**config.mk**
```make
export PLATFORM = sky130hd
export DESIGN_NAME = game_input_debouncer
export DESIGN_NICKNAME = d
export VERILOG_FILES = /design/src/rtl/game_input_debouncer.sv
export SDC_FILE = /design/constraint.sdc
export NUM_CORES = 1
export LEC_CHECK = 0
export CORE_UTILIZATION = 65
export DETAILED_ROUTE_END_ITERATION = 12
export GPL_TIMING_DRIVEN = 0
export PLACE_DENSITY = 0.83
export SYNTH_ARGS = -nofsm -noshare
export SYNTH_HDL_FRONTEND = slang
export SYNTH_SLANG_ARGS = --single-unit
```
**constraint.sdc**
```tcl
create_clock -name clk -period 3.3 [get_ports clk]
set_clock_uncertainty 0.15 [all_clocks]
set_input_delay 0.33 -clock clk [delete_from_list [all_inputs] [get_ports clk]]
set_output_delay 0.33 -clock clk [all_outputs]
set_load 0.05 [all_outputs]
```
**src/rtl/game_input_debouncer.sv**
```systemverilog
// rtl/game_input_debouncer.sv - push-button debouncer with press/release/auto-repeat pulses
// tick_clk is synchronized and edge-detected into sample_en; each button runs its own FSM on that rate.
module game_input_debouncer #(
  parameter int NUM_BTN      = 4,
  parameter int STABLE_TICKS = 20,
  parameter int REPEAT_DELAY = 50,
  parameter int REPEAT_RATE  = 10
) (
  input  logic               clk,
  input  logic               reset,
  input  logic               tick_clk,
  input  logic [NUM_BTN-1:0] btn_raw_n,
  output logic [NUM_BTN-1:0] btn_level,
  output logic [NUM_BTN-1:0] btn_press,
  output logic [NUM_BTN-1:0] btn_release,
  output logic [NUM_BTN-1:0] btn_repeat
);

  localparam int MAX_CNT = (STABLE_TICKS > REPEAT_DELAY) ? STABLE_TICKS : REPEAT_DELAY;
  localparam int CW      = $clog2(MAX_CNT + 1);

  localparam logic [CW-1:0] CNT_SAT     = '1;
  localparam logic [CW-1:0] CNT_ONE     = CW'(1);
  localparam logic [CW-1:0] STABLE_LAST = CW'(STABLE_TICKS - 1);
  localparam logic [CW-1:0] RPT_FIRST   = CW'(REPEAT_DELAY);
  // Reloading on every repeat keeps rcnt within REPEAT_DELAY so the counter never needs extra bits.
  localparam logic [CW-1:0] RPT_RELOAD  =
    (REPEAT_RATE < REPEAT_DELAY) ? CW'(REPEAT_DELAY - REPEAT_RATE) : '0;

  typedef enum logic [1:0] {
    RELEASED    = 2'd0,
    PRESS_CHK   = 2'd1,
    PRESSED     = 2'd2,
    RELEASE_CHK = 2'd3
  } state_e;

  logic tick_s1_q, tick_s1_d;
  logic tick_s2_q, tick_s2_d;
  logic tick_prev_q, tick_prev_d;
  logic sample_en;

  logic [NUM_BTN-1:0] raw_s1_q, raw_s1_d;
  logic [NUM_BTN-1:0] raw_s2_q, raw_s2_d;
  logic [NUM_BTN-1:0] pressed;

  state_e        state_q [NUM_BTN];
  state_e        state_d [NUM_BTN];
  logic [CW-1:0] scnt_q  [NUM_BTN];
  logic [CW-1:0] scnt_d  [NUM_BTN];
  logic [CW-1:0] rcnt_q  [NUM_BTN];
  logic [CW-1:0] rcnt_d  [NUM_BTN];

  logic [NUM_BTN-1:0] level_q, level_d;
  logic [NUM_BTN-1:0] press_q, press_d;
  logic [NUM_BTN-1:0] release_q, release_d;
  logic [NUM_BTN-1:0] repeat_q, repeat_d;

  logic [CW-1:0] scnt_inc;
  logic [CW-1:0] rcnt_inc;

  always_comb begin
    tick_s1_d   = tick_clk;
    tick_s2_d   = tick_s1_q;
    tick_prev_d = tick_s2_q;
    raw_s1_d    = btn_raw_n;
    raw_s2_d    = raw_s1_q;
  end

  assign sample_en = tick_s2_q & ~tick_prev_q;
  assign pressed   = ~raw_s2_q;

  always_comb begin
    scnt_inc  = '0;
    rcnt_inc  = '0;
    level_d   = '0;
    press_d   = '0;
    release_d = '0;
    repeat_d  = '0;
    for (int i = 0; i < NUM_BTN; i++) begin
      state_d[i] = state_q[i];
      scnt_d[i]  = scnt_q[i];
      rcnt_d[i]  = rcnt_q[i];
      scnt_inc   = (scnt_q[i] == CNT_SAT) ? scnt_q[i] : scnt_q[i] + CNT_ONE;
      rcnt_inc   = (rcnt_q[i] == CNT_SAT) ? rcnt_q[i] : rcnt_q[i] + CNT_ONE;

      if (sample_en) begin
        case (state_q[i])
          RELEASED: begin
            if (pressed[i]) begin
              state_d[i] = PRESS_CHK;
              scnt_d[i]  = CNT_ONE;
            end
          end
          PRESS_CHK: begin
            if (!pressed[i]) begin
              state_d[i] = RELEASED;
              scnt_d[i]  = '0;
            end else if (scnt_q[i] == STABLE_LAST) begin
              state_d[i] = PRESSED;
              press_d[i] = 1'b1;
              scnt_d[i]  = '0;
              rcnt_d[i]  = '0;
            end else begin
              scnt_d[i] = scnt_inc;
            end
          end
          PRESSED: begin
            if (!pressed[i]) begin
              state_d[i] = RELEASE_CHK;
              scnt_d[i]  = CNT_ONE;
              rcnt_d[i]  = '0;
            end else begin
              rcnt_d[i] = rcnt_inc;
              if ((REPEAT_DELAY != 0) && (rcnt_inc == RPT_FIRST)) begin
                repeat_d[i] = 1'b1;
                rcnt_d[i]   = RPT_RELOAD;
              end
            end
          end
          RELEASE_CHK: begin
            // A press seen mid-check cancels the release and restarts the repeat delay.
            if (pressed[i]) begin
              state_d[i] = PRESSED;
              scnt_d[i]  = '0;
              rcnt_d[i]  = '0;
            end else if (scnt_q[i] == STABLE_LAST) begin
              state_d[i]   = RELEASED;
              release_d[i] = 1'b1;
              scnt_d[i]    = '0;
            end else begin
              scnt_d[i] = scnt_inc;
            end
          end
          default: begin
            state_d[i] = RELEASED;
            scnt_d[i]  = '0;
            rcnt_d[i]  = '0;
          end
        endcase
      end

      level_d[i] = (state_d[i] == PRESSED) || (state_d[i] == RELEASE_CHK);
    end
  end

  always_ff @(posedge clk or negedge reset) begin
    if (!reset) begin
      tick_s1_q   <= 1'b0;
      tick_s2_q   <= 1'b0;
      tick_prev_q <= 1'b0;
      raw_s1_q    <= '0;
      raw_s2_q    <= '0;
      level_q     <= '0;
      press_q     <= '0;
      release_q   <= '0;
      repeat_q    <= '0;
      for (int i = 0; i < NUM_BTN; i++) begin
        state_q[i] <= RELEASED;
        scnt_q[i]  <= '0;
        rcnt_q[i]  <= '0;
      end
    end else begin
      tick_s1_q   <= tick_s1_d;
      tick_s2_q   <= tick_s2_d;
      tick_prev_q <= tick_prev_d;
      raw_s1_q    <= raw_s1_d;
      raw_s2_q    <= raw_s2_d;
      level_q     <= level_d;
      press_q     <= press_d;
      release_q   <= release_d;
      repeat_q    <= repeat_d;
      for (int i = 0; i < NUM_BTN; i++) begin
        state_q[i] <= state_d[i];
        scnt_q[i]  <= scnt_d[i];
        rcnt_q[i]  <= rcnt_d[i];
      end
    end
  end

  assign btn_level   = level_q;
  assign btn_press   = press_q;
  assign btn_release = release_q;
  assign btn_repeat  = repeat_q;

endmodule

```
==> results of run 1 <==
[worst max-delay path, cell delays in order (launching register included)]
cell	delay [ps]
sky130_fd_sc_hd__dfrtp_1	430
sky130_fd_sc_hd__ha_1	270
sky130_fd_sc_hd__nand4bb_1	200
sky130_fd_sc_hd__or3b_1	480
sky130_fd_sc_hd__a221oi_2	360
sky130_fd_sc_hd__o2111ai_1	210
sky130_fd_sc_hd__o22ai_1	210
[final timing paths]
path / slack [ps] / cells past startpoint / start / end
worst max-delay path: 910 / 6 / scnt_q[18] / rcnt_q[19]
worst min register to register: 200 / 0 / raw_s1_q[1] / raw_s2_q[1]
worst min-delay path: 200 / 0 / raw_s1_q[1] / raw_s2_q[1]
worst max register to register: 910 / 6 / scnt_q[18] / rcnt_q[19]
max in group asynchronous: 2070 / 3 / reset / scnt_q[18]
min in group asynchronous: 340 / 2 / reset / rcnt_q[3]
[layout by cell type, fill, tap and decap left out, types with 6 or more instances in the layout]
| cell type | n |
|---|---|
| sky130_fd_sc_hd__and3_1 | 16 |
| sky130_fd_sc_hd__nor3_1 | 9 |
| sky130_fd_sc_hd__ha_1 | 12 |
| sky130_fd_sc_hd__a21o_1 | 6 |
| sky130_fd_sc_hd__dfrtp_1 | 83 |
| sky130_fd_sc_hd__o31ai_1 | 7 |
| sky130_fd_sc_hd__nand3_1 | 29 |
| sky130_fd_sc_hd__inv_1 | 24 |
| sky130_fd_sc_hd__clkdlybuf4s50_1 | 21 |
| sky130_fd_sc_hd__a31oi_1 | 11 |
| sky130_fd_sc_hd__nor2_1 | 46 |
| sky130_fd_sc_hd__o21ai_0 | 41 |
| sky130_fd_sc_hd__clkbuf_1 | 15 |
| sky130_fd_sc_hd__a21oi_1 | 36 |
| sky130_fd_sc_hd__mux2i_1 | 11 |
| sky130_fd_sc_hd__clkbuf_8 | 10 |
| sky130_fd_sc_hd__o211ai_1 | 6 |
| sky130_fd_sc_hd__buf_2 | 6 |
| sky130_fd_sc_hd__nand2_1 | 32 |
[layer usage]
layer,part of all wire (%),track usage [%],vias to the layer above
li1,-,-,1866
met1,47,36.37,1826
met2,48,44.13,121
met3,4.2,4.377,9
met4,0.86,10.30,0
met5,0,0,-
[sequential cells by signal, summed over array words and instances, names as in the netlist]
signal and cells:
btn_press 4, tick_prev_q 1, state_q 8, tick_prev_d 1, btn_release 4, raw_s2_q 4, btn_repeat 4, btn_level 4
raw_s1_q 4, tick_s1_q 1, scnt_q 24, rcnt_q 24
[metrics by stage]
stage / cell area (µm²) / cells / setup TNS [ps]
floorplan: 4508 / 485 / 0
global placement: 4825 / 584 / -92210
detailed placement: 4842 / 585 / 0
CTS: 5047 / 602 / 0
global route: 5047 / 602 / 0
finish: 5047 / 602 / 0
[logic make-up (layout without fill, tap and decap cells)]
| kind of cell | Yosys count | after routing |
|---|---|---|
| mux | 11 | 11 |
| simple gates | 179 | 179 |
| buf+inv | 43 | 83 |
| fa+ha+maj | 12 | 12 |
| flops | 83 | 83 |
| compound gates | 151 | 151 |
| xor+xnor | 6 | 6 |
[cell type report]
| class | count | area, µm² | share of cell area [%] |
|---|---|---|---|
| buffer | 19 | 78.83 | 1.562 |
| clock buffer | 12 | 145.1 | 2.876 |
| clock inverter | 4 | 50.05 | 0.9916 |
| inverter | 24 | 90.09 | 1.785 |
| multi-input combinational | 359 | 2262 | 44.82 |
| sequential | 83 | 2077 | 41.15 |
| tap | 77 | 96.34 | 1.909 |
| timing repair buffer | 24 | 247.7 | 4.908 |
[power breakdown]
group | switching (W) | internal [W] | leakage, nW | total (W)
logic | 0.0000983 | 0.0000593 | 0.901 | 0.000158
registers | 0.0000292 | 0.00105 | 1.11 | 0.00108
clock network | 0.000353 | 0.000370 | 0.0926 | 0.000723
==> run summary, run 1 <==
In this run the worst path has a maximum fanout of 5. The die outline area came out at 7273 µm². Buffers added to address setup during post-CTS repair amount to 0.

After clock tree synthesis, the clock-pin slew on the worst setup and hold paths is 80 ps. The predominant post-synthesis flop cell was sky130_fd_sc_hd__dfrtp_1. The flow ran to the end, and the final reports show no timing, DRC or antenna violations. For the tightest hold margin, the log shows 195.9 ps. The DRC violation count after routing is 0.

The worst setup path is of the reg -> reg kind. The worst setup path is captured at a flop. The run gives 1 as the quantity of hold-fixing buffers added after cts.

Once the clock tree was built, the resizer swapped 0 gates to a different size. No sink is reached through more buffers than the 2 on the longest clock path. Fill cells in the final layout number 442.

Global routing finished with a remaining overflow of 0. Total routing resource utilization after global routing: 26.92%. STA classifies the critical path startpoint as a flop. The endpoint required time on the critical path was 3420 ps. At the pin with the least slew margin, the transition time is 719.2 ps. Synthesis produced a netlist with a net count of 504.

After synthesis, the largest family of logic cells by area is compound AO/OA/AOI/OAI gates. The tools report the power consumption as 0.001956 W. The worst hold path class is reg -> reg.

For the pin count of the biggest net entering global routing, the log shows 45. Once detail routing completed, the nets flagged for antenna violations numbered 0. The analysis attributes to cell leakage a power of 2.102 nW. Summing the areas of all compound-gate instances in the mapped netlist gives 22.15% of the synthesized area. Mean post-synth cell area: 9.295 µm². Ranked by total cell area, the synthesized netlist is headed by sky130_fd_sc_hd__dfrtp_1, sky130_fd_sc_hd__o21ai_0, sky130_fd_sc_hd__a21oi_1. The register bit count reported by yosys was 83; the last weighted congestion value of the routability-driven placer was 0.9029.

The buffer type at the clock tree root was sky130_fd_sc_hd__clkbuf_8. In the synthesized netlist, the cells that appear most often are sky130_fd_sc_hd__dfrtp_1, sky130_fd_sc_hd__nor2_1, sky130_fd_sc_hd__o21ai_0, sky130_fd_sc_hd__a21oi_1, sky130_fd_sc_hd__nand2_1. The area growth from synthesis to layout is 11.96%, and the number of input and output port buffers inserted is 22. For this design the ratio of total power to cell area is 387.6 nW/µm². Cell with the most instances after synthesis: sky130_fd_sc_hd__dfrtp_1. For the number of library cell types mapped by synthesis, the log shows 59.

The run gives 0 as the number of max-cap violations. The via-per-instance ratio is 6.349, and the H-tree depth is 3. For the global-route wire length before repair, the log shows 15,720 µm. The core footprint was 6531 µm²; the insertion delay to the later sink of the worst-skew pair was 350 ps.

The worst path needs 2387 ps of the cycle, external delays included. For the violation count after the first detailed-routing iteration, the log shows 237. Of all cell types, the one taking the most synthesized area is sky130_fd_sc_hd__dfrtp_1.

Before antenna repair, the detailed router went through 5 iterations. Measured along the x axis, the die boundary spans 85.28 µm. The simple-gate portion of the synthesized area was 21.09%. The die boundary height is 85.28 µm, and the share of final-layout standard cells stronger than drive strength 1 is 6.857%. The worst path uses 72.33% of the clock period. The run gives 0 as the hold violation count in the final report. OpenSTA, run right after detailed placement, puts the worst setup slack at 929.0 ps. The antenna diode count came out at 0. The arrival time of data at the critical path endpoint was 2500 ps; the final-stage net count was 539. TritonCTS built the clock tree. Cells fill 77.28% of the core in the end. The cell count after synthesis is 485, and the I/O pin count is 23.

The number of enable flip-flop cells after synthesis came out at 0. Measured against the total synthesized area, the mux share comes to 2.442%. The tools report the number of antenna violations at the first check in global routing as 0. Counting the buffers created by CTS gives 9.

Summed over all nets, the half-perimeter wirelength after detailed placement is 6249 µm. For the final count of pins violating max slew, the log shows 0. The sum of routed wire length over all layers is 8915 µm.

Clock net sink count: 83. The proportion of netlist area held by the largest area contributor came out at 46.07%. Via count of the first global-routing pass: 3,576. Across all setup checks in the final design, the least slack found is 913.2 ps. The number of rows created at floorplan came out at 29.

IR analysis of the VDD net gives a maximum drop of 0.3200 mV. Once the floorplan was initialized, standard cells occupied 69.02% of the core. Setup repair after global routing left no endpoint under its margin.

The routed layout has 3,822 vias. Of the total synthesized cell area, the portion taken by full adders, half adders and majority gates is 3.331%. Headroom to the max-slew limit: 51.55%. Of the total synthesized cell area, the portion taken by XOR and XNOR cells is 1.166%. Static timing analysis puts the maximum clock frequency at 419.0 MHz. For this run, the register share of the synthesized area comes to 46.07%. The netlist area before placement was 4508 µm²; the fraction of registers with async set/reset was 100.0%. Setup violations remaining at the end of the flow were counted as 0. The count of warnings emitted by yosys was 0; the detail-routed net length per standard cell was 14.81 µm.
Note: power is estimated with default switching activity, not from simulation.
==> run 2, diff against run 1 <==
--- a/config.mk
+++ b/config.mk
@@ -5,10 +5,10 @@
 export SDC_FILE = /design/constraint.sdc
 export NUM_CORES = 1
 export LEC_CHECK = 0
-export CORE_UTILIZATION = 65
+export CORE_UTILIZATION = 60
 export DETAILED_ROUTE_END_ITERATION = 12
 export GPL_TIMING_DRIVEN = 0
-export PLACE_DENSITY = 0.83
+export PLACE_DENSITY = 0.78
 export SYNTH_ARGS = -nofsm -noshare
 export SYNTH_HDL_FRONTEND = slang
 export SYNTH_SLANG_ARGS = --single-unit
==> constraint.sdc (replaced) <==
create_clock -name clk -period 2.3 [get_ports clk]
set_clock_uncertainty 0.15 [all_clocks]
set_input_delay 0.23 -clock clk [delete_from_list [all_inputs] [get_ports clk]]
set_output_delay 0.23 -clock clk [all_outputs]
set_load 0.05 [all_outputs]
==> run 2 against run 1 <==
  * Sequential share of layout area decreased by 1.2 points
  * Clock-buffer cell count decreased by 1
  * Worst hold slack got worse by 37 ps
  * Non-clock buffer count increased by 5
  * Flip-flop and latch count unchanged
  * Via count increased by 0.86%
  * Design area increased by 2.9%
  * Sequential power increased by 43%
  * Clock power increased by 73%
  * Wire length increased by 4.2%
  * Worst setup slack got worse by 880 ps
  * Critical endpoint is now rcnt_q[11]
  * Highest routed layer unchanged
==> run summary, run 2 (synthesis results as in run 1) <==
The headroom to the max-slew limit came out at 47.58%. The first detailed-routing pass ran for 5 iterations. Critical path capture point type: a flop.

In this run the worst path has a maximum fanout of 6. The worst setup path is launched from a flop. The arrival time of data at the critical path endpoint was 2360 ps; the highest clock frequency the design can meet was 441.5 MHz. Entering global routing, the biggest net connects 57 pins. Summing over every cut layer, the via total after detailed routing is 3,855. The worst hold path terminates at raw_s1_q[2]. In this run the remaining antenna-violating nets after routing total 0. The library cells used most frequently in the layout, excluding fill and tap cells, are sky130_fd_sc_hd__dfrtp_1, sky130_fd_sc_hd__nor2_1, sky130_fd_sc_hd__o21ai_0, sky130_fd_sc_hd__a21oi_1, sky130_fd_sc_hd__nand2_1. The run gives 0 as the DRC violation count after routing.

For this design the ratio of total power to cell area is 584.2 nW/µm². The total setup violations reported at the end of the flow came out at 0. The fraction of the cycle the final worst path needs is 98.48%, and the final count of pins violating max slew is 0. Clock-pin slew was measured on the worst setup and hold paths at 80 ps. The insertion delay to the later sink of the worst-skew pair was 350 ps; the share of final-layout standard cells stronger than drive strength 1 was 9.434%.

Worst hold path class: in -> reg. The clock period could shrink to 2265 ps. The logs give 0 for the antenna diode count and 0 for the total congestion overflow. The area of the multi-input gates is 2288 µm². The total routing resource utilization after global routing was 25.63%; the final worst-path setup slack was 34.89 ps.

For this run, the share of the core covered by cells in the final layout is 71.64%. The clock net sink count came out at 83. The number of antenna violations at the first check in global routing came out at 0. The area growth from synthesis to layout works out to 15.26%.

The footprint of the flip-flops and latches is 2078 µm², and the violation count after the first detailed-routing iteration is 208. The tree is rooted in a sky130_fd_sc_hd__clkbuf_8. Critical path start-end classification: reg -> reg.

The number of max-cap violations came out at 0. In the final layout, the registers with the most flip-flops are rcnt_q x24, scnt_q x24, state_q x8. Detailed-placement wirelength estimate: 6349 µm. The cell depth of the worst hold path is 1, and the worst-case setup slack after placement is -36.02 ps.

Setup repair after global routing could not meet its margin everywhere. The final-stage net count came out at 544. In this run the most critical hold path is launched from btn_raw_n[2]. The number of rows created at floorplan is 31, and the number of input and output port buffers inserted is 22. Summed over all layers, the routed wires come to 9293 µm. For the last weighted congestion value of the routability-driven placer, the log shows 0.8480. The run gives 0 as the hold violation count in the final report. The region available for standard cell placement spans 7253 µm². Maximum VDD drop: 0.3793 mV. For the pin with the worst max-slew slack, the measured transition is 779.2 ps. For the worst flop-to-flop path, the logic depth is 6. The first global-routing pass estimated 15,750 µm of wire. The starting density of the core was 62.15%; the number of filler cells placed in the layout was 551. Across all hold checks on the routed design, the worst slack comes to 158.4 ps.

The largest single stage delay on the critical path is 430 ps. The reg-to-reg startpoint was scnt_q[6]. The slowest stage of the critical path belongs to the cell sky130_fd_sc_hd__or3b_4.

The run gives 3,555 as the via count of the first global-routing pass. The die outline area was 7864 µm². After detailed routing, the average wire length per cell comes to 14.77 µm. STA puts the critical path data required time at 2400 ps. The H-tree depth was 3; the number of buffers created by CTS was 9. Traced cell by cell, the critical path runs through ha_2 -> nand4bb_1 -> or3b_4 -> a221o_1 -> buf_4 -> o22a_2. In the routed layout, each cell is associated on average with a via count of 6.129. For the I/O pin count, the log shows 23. Most common cell after layout, fill and taps aside: sky130_fd_sc_hd__dfrtp_1. The internal reg-to-reg setup slack was 30 ps. The tools report the critical register-to-register path endpoint as rcnt_q[11]. Measured along the x axis, the die boundary spans 88.68 µm. Die boundary height: 88.68 µm. TritonCTS built the clock tree. Summed over all cells, the static leakage comes to 2.168 nW.

After layout, the design draws a total of 0.003036 W. The flow ran to the end, and the final reports show no timing, DRC or antenna violations. Counting along the longest clock path gives a buffer depth of 2.
## run 2: cell count changes in the layout (fill, tap and decap cells not counted), moves of 2 or more
cell / before / now
sky130_fd_sc_hd__clkbuf_1: 15 / 12
sky130_fd_sc_hd__ha_1: 12 / 10
sky130_fd_sc_hd__ha_2: 0 / 2
sky130_fd_sc_hd__bufinv_16: 1 / 3
sky130_fd_sc_hd__clkinvlp_4: 2 / 0
sky130_fd_sc_hd__clkbuf_2: 0 / 2
sky130_fd_sc_hd__buf_4: 1 / 6
## run 2: metal layers
metal,vias to the layer above,track usage [%],wire [µm]
met5,-,0,0
met4,0,10.56,148
met3,11,3.451,300
met2,102,43.50,4644
met1,1877,33.17,4200
li1,1865,-,-
## run 2: critical path, delay by kind of cell (launching register included)
kind	cells	cell delay [ps]
AND/OR/NAND/NOR	2	600
buffers and inverters	1	170
adder cells (fa/ha/maj)	1	210
AO/OA/AOI/OAI	2	600
flip-flops	1	420
## run 2: worst max path at each step
| stage | from | to | slack, ps | cells past startpoint |
|---|---|---|---|---|
| after floorplan | scnt_q[12] | rcnt_q[13] | 220 | 6 |
| after global placement | reset | rcnt_q[18] | -2060 | 1 |
| after detailed placement | tick_prev_d | scnt_q[0] | -40 | 6 |
| after CTS | scnt_q[6] | rcnt_q[6] | 2 | 6 |
| after global routing | scnt_q[18] | rcnt_q[19] | -70 | 6 |
| final | scnt_q[6] | rcnt_q[11] | 30 | 6 |
## run 2: timing repair
| item | CTS | global route |
|---|---|---|
| gates resized for setup | 2 | 10 |
| buffers inserted | 0 | 5 |
| hold endpoints to repair | 27 | 0 |
| pin swaps | 0 | 3 |
| hold buffers | 1 | 0 |
| endpoints found under the setup margin | 4 | 14 |
## run 2: layout make-up
type / count / area share [%]
Inverter: 24 / 1.734
Multi-Input combinational cell: 359 / 44.04
Timing Repair Buffer: 29 / 5.634
Tap cell: 99 / 2.384
Sequential cell: 83 / 40.00
Clock buffer: 11 / 2.721
Buffer: 19 / 1.565
Clock inverter: 5 / 1.926
## run 2: metrics by stage
stage	std cells	setup TNS [ps]	area, µm²
after floorplan	485	0	4508
after global placement	606	-170430	4852
after detailed placement	607	-39.48	4877
after CTS	624	0	5130
after global routing	629	-140.1	5196
final	629	0	5196
## run 2: power breakdown
group	switching [W]	total, W	internal (W)
logic	0.000147	0.000238	0.0000905
clock network	0.000506	0.00125	0.000748
registers	0.0000430	0.00154	0.00150
total	0.000696	0.00304	0.00234
==> run 3, diff against run 2 <==
--- a/config.mk
+++ b/config.mk
@@ -5,6 +5,7 @@
 export SDC_FILE = /design/constraint.sdc
 export NUM_CORES = 1
 export LEC_CHECK = 0
+export CORE_ASPECT_RATIO = 0.75
 export CORE_UTILIZATION = 60
 export DETAILED_ROUTE_END_ITERATION = 12
 export GPL_TIMING_DRIVEN = 0
==> run 3 against run 2 <==
  * Flip-flop and latch count unchanged
  * Total power increased by 1.4%
  * First-iteration DRC count increased by 28%
  * Wire length increased by 7.9%
  * Worst hold slack got worse by 4.5 ps
  * Register-to-register slack improved by 20 ps
  * Combinational power increased by 5%
  * Design area increased by 1.3%
  * Die area about the same
  * Sequential share of layout area decreased by 0.54 points
  * Worst setup slack improved by 15 ps
==> run summary, run 3 (synthesis results as in run 1) <==
The cell depth of the worst hold path was 1; the reported leakage power was 2.202 nW. For the final count of pins violating max slew, the log shows 0. TritonCTS built the clock tree. In the final routed layout, each cell accounts on average for 15.92 µm. The logic depth of the worst register-to-register path was 6; the number of vias in the routed layout was 3,953.

Hold violation count in the final report: 0. In this run the most used layer during global routing was met2. The run gives 63.89% as the headroom to the max-slew limit.

The total setup violations reported at the end of the flow was 0. The library cells used most frequently in the layout, excluding fill and tap cells, are sky130_fd_sc_hd__dfrtp_1, sky130_fd_sc_hd__nor2_1, sky130_fd_sc_hd__o21ai_0, sky130_fd_sc_hd__a21oi_1, sky130_fd_sc_hd__nand2_1. Before antenna repair, the detailed router went through 5 iterations. The routing usage on met1 was 36.83%.

Leaving out filler cells and counting taps, the final layout contains 630. Summing all placed instances gives a cell area of 4876 µm². The most common cell after layout, fill and taps aside was sky130_fd_sc_hd__dfrtp_1. Global routing consumed, over all layers together, 26.29% of the routing resources. The post-route cell area came out at 5264 µm². The clock reaches the later pin of the worst-skew pair after 360 ps. The die covers 7868 µm².

The share of total power in sequential cells was 50.1%. The minimum clock period after layout was 2250 ps; the via count of the first global-routing pass was 3,591. Setup repair after global routing could not meet its margin everywhere.

For this run, global-route usage on met3 was measured as 5.105%. Cells fill 74.91% of the core in the end. The highest clock frequency the design can meet is 444.5 MHz. Buffers inserted during clock tree synthesis total 9.

The worst-path maximum fanout works out to 5. STA classifies the critical path endpoint as a flop. The worst hold path belongs to the class in -> reg. The layout has 508 filler cells.

The run finished with clean final reports. For the maximum number of buffers from clock root to sink, the log shows 2. The count of buffers added on input and output ports is 22. The core footprint was 7027 µm²; the remaining antenna violation count after routing was 0. The run gives 0.0007290 W as the total net switching power. The number of antenna violations at the first check in global routing came out at 0. Data on the critical path is required at its endpoint by 2400 ps. After clock tree synthesis, the clock-pin slew on the worst setup and hold paths is 90 ps. The logs give 0.9058 for the last weighted congestion value of the routability-driven placer and 26 for the number of rows created at floorplan.

In the final layout, the multi-input gates occupy 2317 µm². The worst path uses 97.81% of the clock period. In this run the power density over the cells is 584.8 nW/µm². VDD sags by at most 0.3969 mV. The met2 capacity usage during global routing came out at 40.07%. The sum of routed wire length over all layers was 10,030 µm; the internal cell power was 0.002349 W.

Summed over all layers, the global routing overflow is 0. Max-cap violations in this run came to 0. For this run, design rule violations remaining after detail routing come to 0.

The proportion of power drawn by the clock network is 41.8%, and the post-placement cell count is 606. In this run switching power makes up 23.68% of total power. Total negative slack: 0 ps.

The footprint of the flip-flops and latches was 2077 µm²; the starting density of the core was 64.16%. In the final layout, the registers with the most flip-flops are rcnt_q x24, scnt_q x24, state_q x8. The clock tree synthesis step divided the H-tree into 3 levels. The detailed router finished its first iteration with 266 violations.

For the pin with the worst max-slew slack, the measured transition is 537.5 ps. The startpoint class of the critical path is a flop. The die boundary height was 77.07 µm; the combinational cell fraction of total power was 8.1%. Counting every sink on the clock net gives 83. The final-stage net count is 546. The I/O pin count is 23, and the share of final-layout standard cells stronger than drive strength 1 is 11.09%. Dividing the detail-routed via count by the number of cells gives 6.275. The worst setup path is of the reg -> reg kind. The first global-routing pass estimated 16,350 µm of wire.

Once detailed placement completed, the half-perimeter wirelength came to 6555 µm. 0 antenna diodes ended up in the layout. Entering global routing, the biggest net connects 56 pins. The area growth from synthesis to layout was 16.76%. The tree is rooted in a sky130_fd_sc_hd__clkbuf_8.

The arrival time of data at the critical path endpoint is 2350 ps, and the die outline width is 102.1 µm.
[run 3: layout make-up]
class / instances / area share [%]
Buffer: 19 / 1.569
Clock buffer: 10 / 2.615
Clock inverter: 6 / 2.139
Inverter: 24 / 1.711
Multi-Input combinational cell: 359 / 44.02
Sequential cell: 83 / 39.46
Tap cell: 98 / 2.329
Timing Repair Buffer: 31 / 6.156
[run 3: stage by stage]
| step | worst slack, ps | power, W | hold slack, ps |
|---|---|---|---|
| after detailed placement | -71.00 | 0.001800 | 31.83 |
| final | 50.38 | 0.003078 | 153.9 |
| after CTS | 11.79 | 0.003075 | 146.4 |
| after floorplan | 219.7 | 0.001706 | -215.6 |
| after global placement | -2001 | 0.001781 | 183.1 |
| after global routing | -51.37 | 0.003191 | 146.2 |
[run 3: power groups by stage]
stage          clock [W]  sequential (W)  combinational [W]
2_1_floorplan          0         0.00156           0.000147
3_3_place_gp           0         0.00157           0.000212
3_5_place_dp           0         0.00157           0.000230
4_1_cts          0.00130         0.00154           0.000231
5_1_grt          0.00136         0.00155           0.000283
6_report         0.00129         0.00154           0.000249
[run 3: layer usage]
layer	share of wire [%]	vias up
met4	1.1	0
met5	0	-
met2	47	165
li1	-	1871
met3	6.0	15
met1	46	1902
[run 3: final timing paths]
kind	from	end	slack (ps)
worst max-delay path	scnt_q[6]	rcnt_q[11]	50
worst min-delay path	btn_raw_n[1]	raw_s1_q[1]	150
worst max register to register	scnt_q[6]	rcnt_q[11]	50
worst min register to register	raw_s1_q[3]	raw_s2_q[3]	200
max in group asynchronous	reset	scnt_q[4]	1210
min in group asynchronous	reset	scnt_q[23]	190
[run 3: repair_timing]
item	in CTS	in global routing
endpoints found under the setup margin	8	16
gates resized for setup	3	19
hold endpoints to repair	28	0
pin swaps	1	5
hold buffers	1	0
setup buffers	0	7
[run 3: critical path, stage by stage, from the launching register on]
cell and delay, ps:
sky130_fd_sc_hd__dfrtp_1 400, sky130_fd_sc_hd__ha_2 210, sky130_fd_sc_hd__nand4bb_1 160, sky130_fd_sc_hd__or3b_4 440, sky130_fd_sc_hd__a221o_2 430, sky130_fd_sc_hd__buf_6 140, sky130_fd_sc_hd__o22a_2 210
